**src/rtl/rom_prog_pkg.sv**
```systemverilog
// rom_prog_pkg: shared definitions for the ROM programming sequencer.
//   state_t        - sequencer states (VERIFY is used only when the
//                    ROM_PROG_VERIFY_EN macro is defined)
//   BYTES_PER_WORD - bytes written per instruction word
//   DEFAULT_AW     - default ROM byte-address width
package rom_prog_pkg;

    typedef enum logic [2:0] {
        IDLE   = 3'd0,
        OPEN   = 3'd1,
        ACCEPT = 3'd2,
        SEND   = 3'd3,
        GAP    = 3'd4,
        VERIFY = 3'd5,
        CLOSE  = 3'd6
    } state_t;

    localparam int BYTES_PER_WORD = 4;
    localparam int DEFAULT_AW     = 8;

endpackage

```
**src/rtl/rom_prog_ctrl_if.sv**
```systemverilog
// rom_prog_ctrl_if: host-to-sequencer instruction word stream.
//   wr_valid - host word valid
//   wr_ready - sequencer can accept a word
//   wr_data  - 32-bit instruction word
//   wr_last  - final word of the session
// Handshake: a word transfers on a clk edge where wr_valid and wr_ready
// are both high. wr_ready does not depend on wr_valid; the host keeps
// wr_data/wr_last stable while wr_valid is high and not yet accepted.
interface rom_prog_ctrl_if;

    logic        wr_valid;
    logic        wr_ready;
    logic [31:0] wr_data;
    logic        wr_last;

    modport master (output wr_valid, output wr_data, output wr_last, input wr_ready);
    modport slave  (input wr_valid, input wr_data, input wr_last, output wr_ready);

endinterface

```
**src/rtl/rom_word_splitter.sv**
```systemverilog
// rom_word_splitter: holds the accepted instruction word and selects the
// byte currently being written (little-endian: sel=0 is bits 7:0).
//   clk, rst - clock, synchronous active-low reset
//   load     - capture din into the word register
//   din      - incoming instruction word
//   sel      - byte index
//   code     - selected byte
//   word     - latched word (only with ROM_PROG_VERIFY_EN, for read-back compare)
module rom_word_splitter (
    input  logic        clk,
    input  logic        rst,
    input  logic        load,
    input  logic [31:0] din,
    input  logic [1:0]  sel,
`ifdef ROM_PROG_VERIFY_EN
    output logic [31:0] word,
`endif
    output logic [7:0]  code
);

    logic [31:0] word_r;

    always_ff @(posedge clk) begin
        if (!rst) begin
            word_r <= '0;
        end else if (load) begin
            word_r <= din;
        end
    end

    always_comb begin
        code = word_r[7:0];
        case (sel)
            2'd1:    code = word_r[15:8];
            2'd2:    code = word_r[23:16];
            2'd3:    code = word_r[31:24];
            default: code = word_r[7:0];
        endcase
    end

`ifdef ROM_PROG_VERIFY_EN
    assign word = word_r;
`endif

endmodule

```
**src/rtl/rom_prog_ctrl.sv**
```systemverilog
// rom_prog_ctrl: programming sequencer for the byte-programmed instruction
// ROM. Accepts 32-bit words over a valid/ready stream and writes each as
// four bytes through the ROM edit/unit/code/send port. While idle the CPU
// fetch address is forwarded to the ROM read port; during a session the
// CPU is stalled.
//   clk, rst        - clock, synchronous active-low reset
//   start           - opens a session (ignored unless idle)
//   wr              - word stream (slave side of rom_prog_ctrl_if)
//   cpu_addr        - CPU fetch address
//   rom_address     - ROM read address
//   rom_edit/unit/code/send - ROM programming port
//   cpu_stall, busy - high while a session runs
//   done            - one-cycle pulse at session end
//   overflow        - sticky: word arrived after capacity was exhausted
//   error           - sticky: read-back mismatch (verify build only)
//   rom_opcode      - ROM read data (verify build only)
//   dbg_state       - current sequencer state
// Optional feature macro: ROM_PROG_VERIFY_EN adds a two-cycle read-back of
// every written word; when undefined error is tied low.
module rom_prog_ctrl
    import rom_prog_pkg::*;
#(
    parameter int AW        = DEFAULT_AW,
    parameter int BASE_ADDR = 0,
    parameter int SEND_GAP  = 1
) (
    input  logic           clk,
    input  logic           rst,
    input  logic           start,
    rom_prog_ctrl_if.slave wr,
    input  logic [AW-1:0]  cpu_addr,
    output logic [AW-1:0]  rom_address,
    output logic           rom_edit,
    output logic [AW-1:0]  rom_unit,
    output logic [7:0]     rom_code,
    output logic           rom_send,
    output logic           cpu_stall,
    output logic           busy,
    output logic           done,
    output logic           overflow,
    output logic           error,
`ifdef ROM_PROG_VERIFY_EN
    input  logic [31:0]    rom_opcode,
`endif
    output state_t         dbg_state
);

    localparam logic [AW-1:0] BASE     = AW'(BASE_ADDR);
    localparam logic [3:0]    GAP_LAST = 4'(SEND_GAP - 1);
    localparam logic [1:0]    K_LAST   = 2'(BYTES_PER_WORD - 1);

    state_t        state;
    state_t        after_word;
    state_t        after_byte;
    logic [AW-1:0] ptr;
    logic          wrapped;
    logic          last_q;
    logic [1:0]    k;
    logic [3:0]    gap_cnt;
    logic          hs;
    logic          full;
    logic          load;
    logic [7:0]    byte_code;

`ifdef ROM_PROG_VERIFY_EN
    logic [31:0]   word_q;
    logic [AW-1:0] vaddr;
    logic          vphase;
`endif

    assign wr.wr_ready = (state == ACCEPT);
    assign hs          = wr.wr_valid & wr.wr_ready;
    // Capacity is exhausted once the pointer has wrapped back to zero.
    assign full        = wrapped & (ptr == '0);
    assign load        = hs & ~full;

    rom_word_splitter u_split (
        .clk  (clk),
        .rst  (rst),
        .load (load),
        .din  (wr.wr_data),
        .sel  (k),
`ifdef ROM_PROG_VERIFY_EN
        .word (word_q),
`endif
        .code (byte_code)
    );

    always_comb begin
        after_word = last_q ? CLOSE : ACCEPT;
        if (k != K_LAST) begin
            after_byte = SEND;
        end else begin
`ifdef ROM_PROG_VERIFY_EN
            after_byte = VERIFY;
`else
            after_byte = after_word;
`endif
        end
    end

    always_ff @(posedge clk) begin
        if (!rst) begin
            state    <= IDLE;
            ptr      <= BASE;
            wrapped  <= 1'b0;
            last_q   <= 1'b0;
            k        <= 2'd0;
            gap_cnt  <= 4'd0;
            done     <= 1'b0;
            overflow <= 1'b0;
            error    <= 1'b0;
`ifdef ROM_PROG_VERIFY_EN
            vaddr    <= '0;
            vphase   <= 1'b0;
`endif
        end else begin
            done <= 1'b0;
            case (state)
                IDLE: begin
                    if (start) begin
                        state    <= OPEN;
                        ptr      <= BASE;
                        wrapped  <= 1'b0;
                        overflow <= 1'b0;
                        error    <= 1'b0;
                    end
                end
                OPEN: state <= ACCEPT;
                ACCEPT: begin
                    if (hs) begin
                        if (full) begin
                            // Word is consumed but dropped; session ends.
                            overflow <= 1'b1;
                            state    <= CLOSE;
                        end else begin
                            last_q <= wr.wr_last;
                            k      <= 2'd0;
                            state  <= SEND;
`ifdef ROM_PROG_VERIFY_EN
                            vaddr  <= ptr;
`endif
                        end
                    end
                end
                SEND: begin
                    ptr <= ptr + AW'(1);
                    if (ptr == '1) begin
                        wrapped <= 1'b1;
                    end
                    if (SEND_GAP == 0) begin
                        if (k != K_LAST) begin
                            k <= k + 2'd1;
                        end
                        state <= after_byte;
`ifdef ROM_PROG_VERIFY_EN
                        vphase <= 1'b0;
`endif
                    end else begin
                        gap_cnt <= 4'd0;
                        state   <= GAP;
                    end
                end
                GAP: begin
                    if (gap_cnt == GAP_LAST) begin
                        if (k != K_LAST) begin
                            k <= k + 2'd1;
                        end
                        state <= after_byte;
`ifdef ROM_PROG_VERIFY_EN
                        vphase <= 1'b0;
`endif
                    end else begin
                        gap_cnt <= gap_cnt + 4'd1;
                    end
                end
`ifdef ROM_PROG_VERIFY_EN
                VERIFY: begin
                    // First cycle presents the address, second samples data.
                    if (!vphase) begin
                        vphase <= 1'b1;
                    end else begin
                        if (rom_opcode != word_q) begin
                            error <= 1'b1;
                        end
                        state <= after_word;
                    end
                end
`endif
                CLOSE: begin
                    done  <= 1'b1;
                    state <= IDLE;
                end
                default: state <= IDLE;
            endcase
        end
    end

`ifdef ROM_PROG_VERIFY_EN
    assign rom_address = (state == VERIFY) ? vaddr : cpu_addr;
`else
    assign rom_address = cpu_addr;
`endif

    assign rom_edit  = (state == OPEN) || (state == ACCEPT) ||
                       (state == SEND) || (state == GAP);
    assign rom_send  = (state == SEND);
    assign rom_unit  = rom_send ? ptr : '0;
    assign rom_code  = rom_send ? byte_code : 8'h00;
    assign busy      = (state != IDLE);
    assign cpu_stall = busy;
    assign dbg_state = state;

endmodule

```
**src/flat_wrapper.sv**
```systemverilog
// flat-port wrapper written by rule: the top's interface ports become plain ports
module rom_prog_ctrl_flat import rom_prog_pkg::*;
#(
    parameter int AW        = DEFAULT_AW,
    parameter int BASE_ADDR = 0,
    parameter int SEND_GAP  = 1
)
  (clk, rst, start, cpu_addr, rom_address, rom_edit, rom_unit, rom_code, rom_send, cpu_stall, busy, done, overflow, error, dbg_state, wr_wr_valid, wr_wr_data, wr_wr_last, wr_wr_ready);
  rom_prog_ctrl_if wr_i ();
  input  logic clk;
  input  logic rst;
  input  logic start;
  input  logic [AW-1:0] cpu_addr;
  output logic [AW-1:0] rom_address;
  output logic rom_edit;
  output logic [AW-1:0] rom_unit;
  output logic [7:0] rom_code;
  output logic rom_send;
  output logic cpu_stall;
  output logic busy;
  output logic done;
  output logic overflow;
  output logic error;
  output state_t dbg_state;
  input wire logic [$bits(wr_i.wr_valid)-1:0] wr_wr_valid;
  input wire logic [$bits(wr_i.wr_data)-1:0] wr_wr_data;
  input wire logic [$bits(wr_i.wr_last)-1:0] wr_wr_last;
  output wire logic [$bits(wr_i.wr_ready)-1:0] wr_wr_ready;
  assign wr_i.wr_valid = wr_wr_valid;
  assign wr_i.wr_data = wr_wr_data;
  assign wr_i.wr_last = wr_wr_last;
  assign wr_wr_ready = wr_i.wr_ready;
  rom_prog_ctrl #(.AW(AW), .BASE_ADDR(BASE_ADDR), .SEND_GAP(SEND_GAP)) u_core (.clk(clk), .rst(rst), .start(start), .wr(wr_i), .cpu_addr(cpu_addr), .rom_address(rom_address), .rom_edit(rom_edit), .rom_unit(rom_unit), .rom_code(rom_code), .rom_send(rom_send), .cpu_stall(cpu_stall), .busy(busy), .done(done), .overflow(overflow), .error(error), .dbg_state(dbg_state));
endmodule
```
**config.mk**
```make
export PLATFORM = sky130hd
export DESIGN_NAME = rom_prog_ctrl_flat
export DESIGN_NICKNAME = d
export VERILOG_FILES = /design/src/rtl/rom_prog_pkg.sv /design/src/rtl/rom_prog_ctrl_if.sv /design/src/rtl/rom_word_splitter.sv /design/src/rtl/rom_prog_ctrl.sv /design/src/flat_wrapper.sv
export SDC_FILE = /design/constraint.sdc
export NUM_CORES = 1
export LEC_CHECK = 0
export ABC_CLOCK_PERIOD_IN_PS = 5300
export CAP_MARGIN = 20
export CORE_ASPECT_RATIO = 1.2
export CORE_UTILIZATION = 50
export DETAILED_ROUTE_END_ITERATION = 7
export GPL_ROUTABILITY_DRIVEN = 0
export PLACE_DENSITY_LB_ADDON = 0.3
export SLEW_MARGIN = 20
export SYNTH_ARGS = -nofsm -noshare
export SYNTH_HDL_FRONTEND = slang
export SYNTH_HIERARCHICAL = 1
export SYNTH_SLANG_ARGS = --single-unit
export TNS_END_PERCENT = 10
```
**constraint.sdc**
```tcl
create_clock -name clk -period 5.3 [get_ports clk]
set_clock_uncertainty 0.1 [all_clocks]
set_input_delay 0.795 -clock clk [delete_from_list [all_inputs] [get_ports clk]]
set_output_delay 0.795 -clock clk [all_outputs]
set_load 0.005 [all_outputs]
```
==> results.tsv, run 1 <==
stage	metric	value	unit
grt	gr-usage-all-layers	19.3	%
clock_network	htree_levels	2	
finish	postLayoutCoreUtil	63.4	%
grt	grt_pass1_vias	2068	
sta	finalSetupViolations	0	
clock_network	clock-root-buffer	clkbuf_8	
die	boundaryPins	80	
pwr	power.share.clock	28.5	%
detailed_routing	drc	0	
die	start_util	51.7	%
place	preCtsSetupSlack	1.93	ns
sta	slew_headroom	54.9	%
finish	multi_input_area	1470	µm²
die	die_y	83.1	µm
pwr	power_switching	186	µW
pwr	swShare	24.4	%
setup_path	cp-end-kind	output port	
clock_network	clock_sinks	53	
place	portBuffers	62	
detailed_routing	dr.pass1.iters	4	
pwr	power_frac_seq	55.7	%
sta	rsz0062_at_grt	false	
clock_network	hold_buffers	0	
setup_path	startpoint_type	flop	
clock_network	clkLatencyLatePin	0.30	ns
detailed_routing	wl	5330	µm
detailed_routing	num_vias	2082	
clock_network	cts_resized	0	
grt	grt_max_degree	50	
detailed_routing	ant_nets	0	
clock_network	cts_buffer_depth	2	
sta	post-route-period-util	70.2	%
yosys	synth_area_per_cell	9.85	µm²
sta	post-route-min-period	3.72	ns
finish	final_cell_mix	62 x clkdlybuf4s50_1, 53 x dfxtp_1, 33 x mux2i_1	
pwr	combinationalPowerShare	15.8	%
finish	diodes	0	
run_status	status	completed	
pwr	power.leakage	1.13	nW
yosys	synth_area_leaders	dfxtp_1 39%, mux2i_1 12%, nor2b_1 7.3%, mux4_2 6.6%, and2_1 3.2%	
setup_path	worstPathRequired	4.41	ns
die	core_area	5300	µm²
sta	hold_viol_final	0	
finish	nets	372	
min_path	hold_path_class	flop to flop	
sta	fmax	269	MHz
finish	drive_gt1_share	8.05	%
sta	worstMarginPinSlew	0.675	ns
grt	antenna_found_initial	0	
setup_path	arrival	2.82	ns
clock_network	post_cts_buffers	0	
yosys	async_flop_share	0	%
clock_network	cts_tree	built	
clock_network	numCtsBuffers	5	
detailed_routing	routed_via_density	5.41	
detailed_routing	wl_per_cell	13.9	µm
die	die_w	69.5	µm
flow_run	cap_violations	0	
finish	seqCellArea	1060	µm²
yosys	postSynthNetCount	328	
detailed_routing	drt-initial-drc-count	97	
pwr	peakVddDrop	0.193	mV
sta	fin_setup_tns	0	ns
yosys	syn_area	2740	µm²
yosys	synth_seq_area_share	38.8	%
finish	final_common_cell	clkdlybuf4s50_1	
yosys	synth_edf_count	0	
yosys	synth_top_area_share	38.8	%
die	rows	29	
yosys	synth.distinct_cells	50	
finish	fillCellCount	449	
setup_path	crit_type	flop to output port	
place	dp_hpwl	3710	µm
yosys	ys_ff_latch	53	
clock_network	path_clk_slew	0.09	ns
pwr	p_int	577	µW
setup_path	crit_fanout	19	
die	die_area	5780	µm²
pwr	power.density	227	nW/µm²
yosys	synth_area_leader_cell	dfxtp_1	
grt	grt_pass1_wl	9090	µm
finish	syn2layout_area_growth	22.7	%
yosys	syn_inst	278	
yosys	yosys_warnings	6	
sta	finalMaxSlewViolations	0	
yosys	synth_flop_cell	dfxtp_1	
grt	grt_overflow	0	
sta	worst_slack	1.58	ns
cell usage after synthesis (2+ instances only):
cell type  instances
clkbuf_1           6
or4b_1             2
inv_1              8
nand4_1            2
buf_4             11
mux2i_1           33
nor3b_2            2
o41ai_1            2
dfxtp_1           53
nor2b_1           32
nand3_1           11
and2_1            14
mux4_2             8
a21oi_1           10
buf_2              5
nand2b_1           3
o21ai_0            5
ha_1               5
buf_6              4
o2111ai_1          2
o21a_1             2
nor2_1            13
nand2_1           13
nor3_1             5
xor2_1             2
path summary, 6_finish.rpt:
| path | startpoint | end | slack [ns] | cells past startpoint |
|---|---|---|---|---|
| worst min-delay path | u_core/last_q | u_core/last_q | 0.37 | 2 |
| worst min register to register | u_core/last_q | u_core/last_q | 0.37 | 2 |
| worst max-delay path | u_core/dbg_state[2] | rom_code[1] | 1.58 | 4 |
| worst max register to register | u_core/dbg_state[2] | u_core/ptr[6] | 2.86 | 5 |
logic make-up after synthesis:
logic type	share of synthesized area (%)
AO/OA/AOI/OAI	8.23
XOR/XNOR	0.960
adder cells (fa/ha/maj)	2.29
buffers and inverters	7.81
flip-flops	38.8
multiplexers	19.1
other	0.137
AND/OR/NAND/NOR	22.8
layer usage:
| metal | up-vias | routed length, µm | global-route usage, % |
|---|---|---|---|
| li1 | 1044 | - | - |
| met1 | 970 | 2460 | 23.5 |
| met2 | 62 | 2520 | 32.8 |
| met3 | 6 | 296 | 5.34 |
| met4 | 0 | 57 | 5.75 |
| met5 | - | 0 | 0 |
power groups by stage:
stage               clock network (mW)  logic (mW)  registers (mW)
CTS                              0.227       0.122           0.425
global route                     0.239       0.131           0.428
global placement                     0       0.120           0.433
finish                           0.217       0.121           0.425
floorplan                            0      0.0822           0.426
detailed placement                   0       0.121           0.434
per-stage QoR:
step	instances	area (µm²)	hold WS [ns]	total power [mW]
global placement	377	3280	0.349	0.553
global route	385	3360	0.421	0.798
CTS	385	3360	0.369	0.774
floorplan	278	2740	0.335	0.508
finish	385	3360	0.370	0.763
detailed placement	377	3280	0.351	0.556
final cells by class:
cell class                 instances  area share [%]
clock buffer                       8            2.38
inverter                           9            1.01
multi-input combinational        189            43.8
sequential                        53            31.6
tap                               62            2.31
timing repair buffer              64            18.9
critical path, stage by stage, from the launching register on:
cell and delay [ns]:
dfxtp_1 0.59, nand3b_1 0.50, clkinv_1 0.63, and2_1 0.37
clkdlybuf4s50_1 0.44
flip-flops by register name (all words and copies together) (netlist names), 2 cells and up:
| register | flops |
|---|---|
| u_core/k | 2 |
| u_core/ptr | 8 |
| u_core/u_split/word_r | 32 |
| u_core/dbg_state | 3 |
| u_core/gap_cnt | 4 |
Note: power is estimated with default switching activity, not from simulation.
==> inputs of run 2 (changes only) <==
--- a/config.mk
+++ b/config.mk
@@ -5,10 +5,10 @@
 export SDC_FILE = /design/constraint.sdc
 export NUM_CORES = 1
 export LEC_CHECK = 0
-export ABC_CLOCK_PERIOD_IN_PS = 5300
+export ABC_CLOCK_PERIOD_IN_PS = 3900
 export CAP_MARGIN = 20
 export CORE_ASPECT_RATIO = 1.2
-export CORE_UTILIZATION = 50
+export CORE_UTILIZATION = 47
 export DETAILED_ROUTE_END_ITERATION = 7
 export GPL_ROUTABILITY_DRIVEN = 0
 export PLACE_DENSITY_LB_ADDON = 0.3
==> constraint.sdc (replaced) <==
create_clock -name clk -period 3.9 [get_ports clk]
set_clock_uncertainty 0.1 [all_clocks]
set_input_delay 0.585 -clock clk [delete_from_list [all_inputs] [get_ports clk]]
set_output_delay 0.585 -clock clk [all_outputs]
set_load 0.005 [all_outputs]
==> results.tsv, run 2 (synthesized netlist as in run 1, its figures left out) <==
stage	metric	value	unit
setup_path	r2r_start	u_core/dbg_state[1]	
setup_path	cp-end-kind	output port	
finish	seqCellArea	1060	µm²
min_path	hold_path_class	flop to flop	
setup_path	worstPathRequired	3.21	ns
clock_network	path_clk_slew	0.09	ns
detailed_routing	dr.pass1.iters	4	
pwr	power.density	331	nW/µm²
grt	grt_overflow	0	
detailed_routing	routed_via_density	5.38	
detailed_routing	wl_per_cell	14.2	µm
clock_network	htree_levels	2	
flow_run	cap_violations	0	
die	die_area	6140	µm²
setup_path	cp-startpoint	u_core/dbg_state[0]	
detailed_routing	drc	0	
place	portBuffers	62	
die	boundaryPins	80	
setup_path	startpoint_type	flop	
grt	grt_pass1_wl	9200	µm
finish	regMostFlops	u_core/u_split/word_r	
clock_network	clkLatencyLatePin	0.30	ns
finish	syn2layout_area_growth	24.5	%
detailed_routing	wl	5500	µm
finish	largest_register_ffs	32	
detailed_routing	ant_nets	0	
sta	hold_viol_final	0	
run_status	status	completed	
clock_network	cts_resized	0	
grt	gr-usage-all-layers	19.1	%
sta	worstMarginPinSlew	0.715	ns
die	start_util	48.6	%
sta	fin_setup_tns	0	ns
clock_network	post_cts_buffers	0	
setup_path	crit_type	flop to output port	
finish	reg_top3	u_core/u_split/word_r x32, u_core/ptr x8, u_core/gap_cnt x4	
finish	final_common_cell	clkdlybuf4s50_1	
finish	final_cell_mix	62 x clkdlybuf4s50_1, 53 x dfxtp_1, 33 x mux2i_1	
sta	finalSetupViolations	0	
sta	fmax	317	MHz
detailed_routing	num_vias	2089	
sta	post-route-period-util	80.8	%
die	die_w	71.7	µm
clock_network	numCtsBuffers	5	
min_path	min_from	u_core/last_q	
sta	finalMaxSlewViolations	0	
pwr	power.leakage	1.16	nW
place	dp_hpwl	3800	µm
detailed_routing	drt-initial-drc-count	87	
clock_network	clock_sinks	53	
finish	fillCellCount	488	
clock_network	clock-root-buffer	clkbuf_8	
finish	nets	373	
clock_network	cts_buffer_depth	2	
setup_path	crit_fanout	18	
pwr	peakVddDrop	0.208	mV
grt	grt_pass1_vias	1990	
grt	grt_max_degree	34	
finish	diodes	0	
die	core_area	5630	µm²
setup_path	arrival	2.47	ns
clock_network	hold_buffers	0	
sta	slew_headroom	52.3	%
pwr	finalPower	1.13	mW
sta	post-route-min-period	3.15	ns
finish	drive_gt1_share	9.26	%
clock_network	cts_tree	built	
die	rows	30	
grt	antenna_found_initial	0	
sta	rsz0062_at_grt	false	
finish	multi_input_area	1470	µm²
die	die_y	85.6	µm
-- run 2: critical path: stages, from the launching register on --
cell and delay (ns):
dfxtp_1 0.62, nand3b_1 0.48, clkinv_1 0.15, buf_4 0.24, and2_1 0.17, clkdlybuf4s50_1 0.50
-- run 2: layer usage --
metal / global-route usage, % / vias to the layer above / share of wire [%]
met5: 0 / - / 0
met4: 5.17 / 0 / 0.82
met3: 5.17 / 6 / 5.4
met2: 32.5 / 58 / 48
met1: 23.6 / 979 / 46
li1: - / 1046 / -
-- run 2: final cells by class --
type	instances	share of cell area [%]
clock buffer	6	2.42
timing repair buffer	65	18.9
tap	64	2.35
sequential	53	31.1
multi-input combinational	189	43.1
inverter	9	0.991
clock inverter	2	1.10
-- run 2: stage by stage --
step                util (%)  cell area [µm²]  cells  worst slack, ns  hold slack (ns)
floorplan                  -             2740    278             1.95            0.335
global placement        58.4             3290    380             1.19            0.348
detailed placement      58.4             3290    380             1.10            0.357
CTS                     60.5             3410    388            0.742            0.372
global route            60.5             3410    388            0.575            0.414
finish                  60.5             3410    388            0.747            0.365
-- run 2: power breakdown --
group	internal, mW	leakage [nW]	switching, mW
clock	0.209	0.0574	0.178
combinational	0.0985	0.673	0.0657
sequential	0.558	0.428	0.0199
total	0.865	1.16	0.264
-- run 2: final timing paths --
kind                                     to  depth (start not counted)  slack, ns
hold / removal                u_core/last_q                          2       0.36
hold reg to reg               u_core/last_q                          2       0.36
setup / recovery                rom_code[1]                          5       0.75
setup reg to reg  u_core/u_split/word_r[10]                          6       1.47
==> inputs of run 3 (changes only) <==
--- a/config.mk
+++ b/config.mk
@@ -5,7 +5,7 @@
 export SDC_FILE = /design/constraint.sdc
 export NUM_CORES = 1
 export LEC_CHECK = 0
-export ABC_CLOCK_PERIOD_IN_PS = 3900
+export ABC_CLOCK_PERIOD_IN_PS = 3000
 export CAP_MARGIN = 20
 export CORE_ASPECT_RATIO = 1.2
 export CORE_UTILIZATION = 47
==> constraint.sdc (replaced) <==
create_clock -name clk -period 3 [get_ports clk]
set_clock_uncertainty 0.1 [all_clocks]
set_input_delay 0.45 -clock clk [delete_from_list [all_inputs] [get_ports clk]]
set_output_delay 0.45 -clock clk [all_outputs]
set_load 0.005 [all_outputs]
==> results.tsv, run 3 (synthesized netlist as in run 1, its figures left out) <==
stage	metric	value	unit
grt	grt_pass1_wl	9410	µm
finish	regMostFlops	u_core/u_split/word_r	
finish	postLayoutCoreUtil	60.6	%
clock_network	post_cts_buffers	0	
setup_path	slowest_delay	0.75	ns
sta	worstMarginPinSlew	0.657	ns
sta	finalSetupViolations	0	
sta	post-route-period-util	93.1	%
die	start_util	48.6	%
setup_path	cp_slowest_cell	dfxtp_1	
finish	nets	377	
pwr	peakVddDrop	0.332	mV
detailed_routing	drc	0	
detailed_routing	dr.pass1.iters	4	
clock_network	htree_levels	2	
setup_path	worstPathRequired	2.45	ns
flow_run	cap_violations	0	
die	boundaryPins	80	
die	rows	30	
detailed_routing	routed_via_density	5.30	
setup_path	startpoint_type	flop	
place	portBuffers	62	
sta	fmax	358	MHz
detailed_routing	ant_nets	0	
grt	grt_pass1_vias	2032	
setup_path	cp-end-kind	output port	
clock_network	clkLatencyLatePin	0.29	ns
clock_network	hold_buffers	0	
grt	grt_overflow	0	
finish	drive_gt1_share	9.45	%
detailed_routing	wl	5530	µm
finish	syn2layout_area_growth	24.6	%
finish	diodes	0	
sta	rsz0062_at_grt	false	
grt	antenna_found_initial	0	
clock_network	cts_resized	0	
pwr	power.leakage	1.16	nW
detailed_routing	wl_per_cell	14.1	µm
place	place_area	3330	µm²
place	dp_hpwl	3910	µm
setup_path	crit_type	flop to output port	
sta	fin_setup_tns	0	ns
sta	finalMaxSlewViolations	0	
finish	final_cell_mix	62 x clkdlybuf4s50_1, 53 x dfxtp_1, 33 x mux2i_1	
pwr	power.density	399	nW/µm²
sta	post-route-min-period	2.79	ns
sta	slew_headroom	56.1	%
pwr	finalPower	1.36	mW
setup_path	crit_fanout	11	
min_path	hold_path_class	flop to flop	
die	die_area	6140	µm²
detailed_routing	num_vias	2077	
detailed_routing	drt-initial-drc-count	110	
grt	gr-usage-all-layers	19.2	%
place	preCtsSetupSlack	0.481	ns
finish	final_area	3410	µm²
sta	hold_viol_final	0	
finish	reg_top3	u_core/u_split/word_r x32, u_core/ptr x8, u_core/gap_cnt x4	
grt	grt_max_degree	34	
setup_path	arrival	2.24	ns
clock_network	numCtsBuffers	5	
clock_network	clock_sinks	53	
die	die_y	85.6	µm
setup_path	path_cells	mux4_2 -> and2_1 -> clkdlybuf4s50_1	
setup_path	critPathTopFamily	flip-flops	
clock_network	clock-root-buffer	clkbuf_8	
clock_network	cts_buffer_depth	2	
setup_path	cp.buffers_inverters	1	
die	die_w	71.7	µm
finish	final_common_cell	clkdlybuf4s50_1	
clock_network	path_clk_slew	0.09	ns
finish	largest_register_ffs	32	
clock_network	cts_tree	built	
sta	worst_slack	0.208	ns
die	core_area	5630	µm²
run_status	status	completed	
==> run 3: cell count changes in the layout (fill, tap and decap cells not counted), sizes merged <==
cell      change
clkinvlp      -1
buf           +4
clkbuf        +2
bufinv        -1
==> run 3: cell type report <==
cell class | instances | area [µm²]
multi-input cells | 189 | 1470
inverters | 9 | 33.8
well taps | 64 | 80.1
flip-flops and latches | 53 | 1060
clock buffers | 8 | 80.1
repair buffers | 69 | 686
fillers | 508 | 2220
==> run 3: worst min-delay path: cells and delay by family, from the launching register on <==
family	cells	cell delay (ns)
flip-flops	1	0.32
multiplexers	1	0.06
AND/OR/NAND/NOR	1	0.06
==> run 3: stage by stage <==
step / hold slack (ns) / std cells
6_report: 0.373 / 392
5_1_grt: 0.401 / 392
4_1_cts: 0.376 / 392
3_5_place_dp: 0.359 / 384
3_3_place_gp: 0.350 / 384
2_1_floorplan: 0.335 / 278
==> run 3: final timing paths <==
| kind | startpoint | end | slack (ns) | cells after the start |
|---|---|---|---|---|
| max | u_core/k[0] | rom_code[6] | 0.21 | 3 |
| min | u_core/last_q | u_core/last_q | 0.37 | 2 |
| max reg2reg | u_core/ptr[0] | u_core/u_split/word_r[3] | 0.99 | 8 |
| min reg2reg | u_core/last_q | u_core/last_q | 0.37 | 2 |
==> run 3: power breakdown <==
part           switching (mW)  internal, mW  leakage [nW]  total, mW
clock                   0.218         0.167        0.0395      0.384
combinational          0.0953         0.136         0.695      0.231
sequential             0.0184         0.725         0.428      0.744
==> run 3: layer usage <==
| layer | vias to the layer above | track usage (%) | routed length, µm |
|---|---|---|---|
| met1 | 968 | 24.1 | 2480 |
| li1 | 1047 | - | - |
| met5 | - | 0 | 0 |
| met3 | 6 | 5.05 | 298 |
| met2 | 56 | 33.3 | 2720 |
| met4 | 0 | 3.57 | 33 |
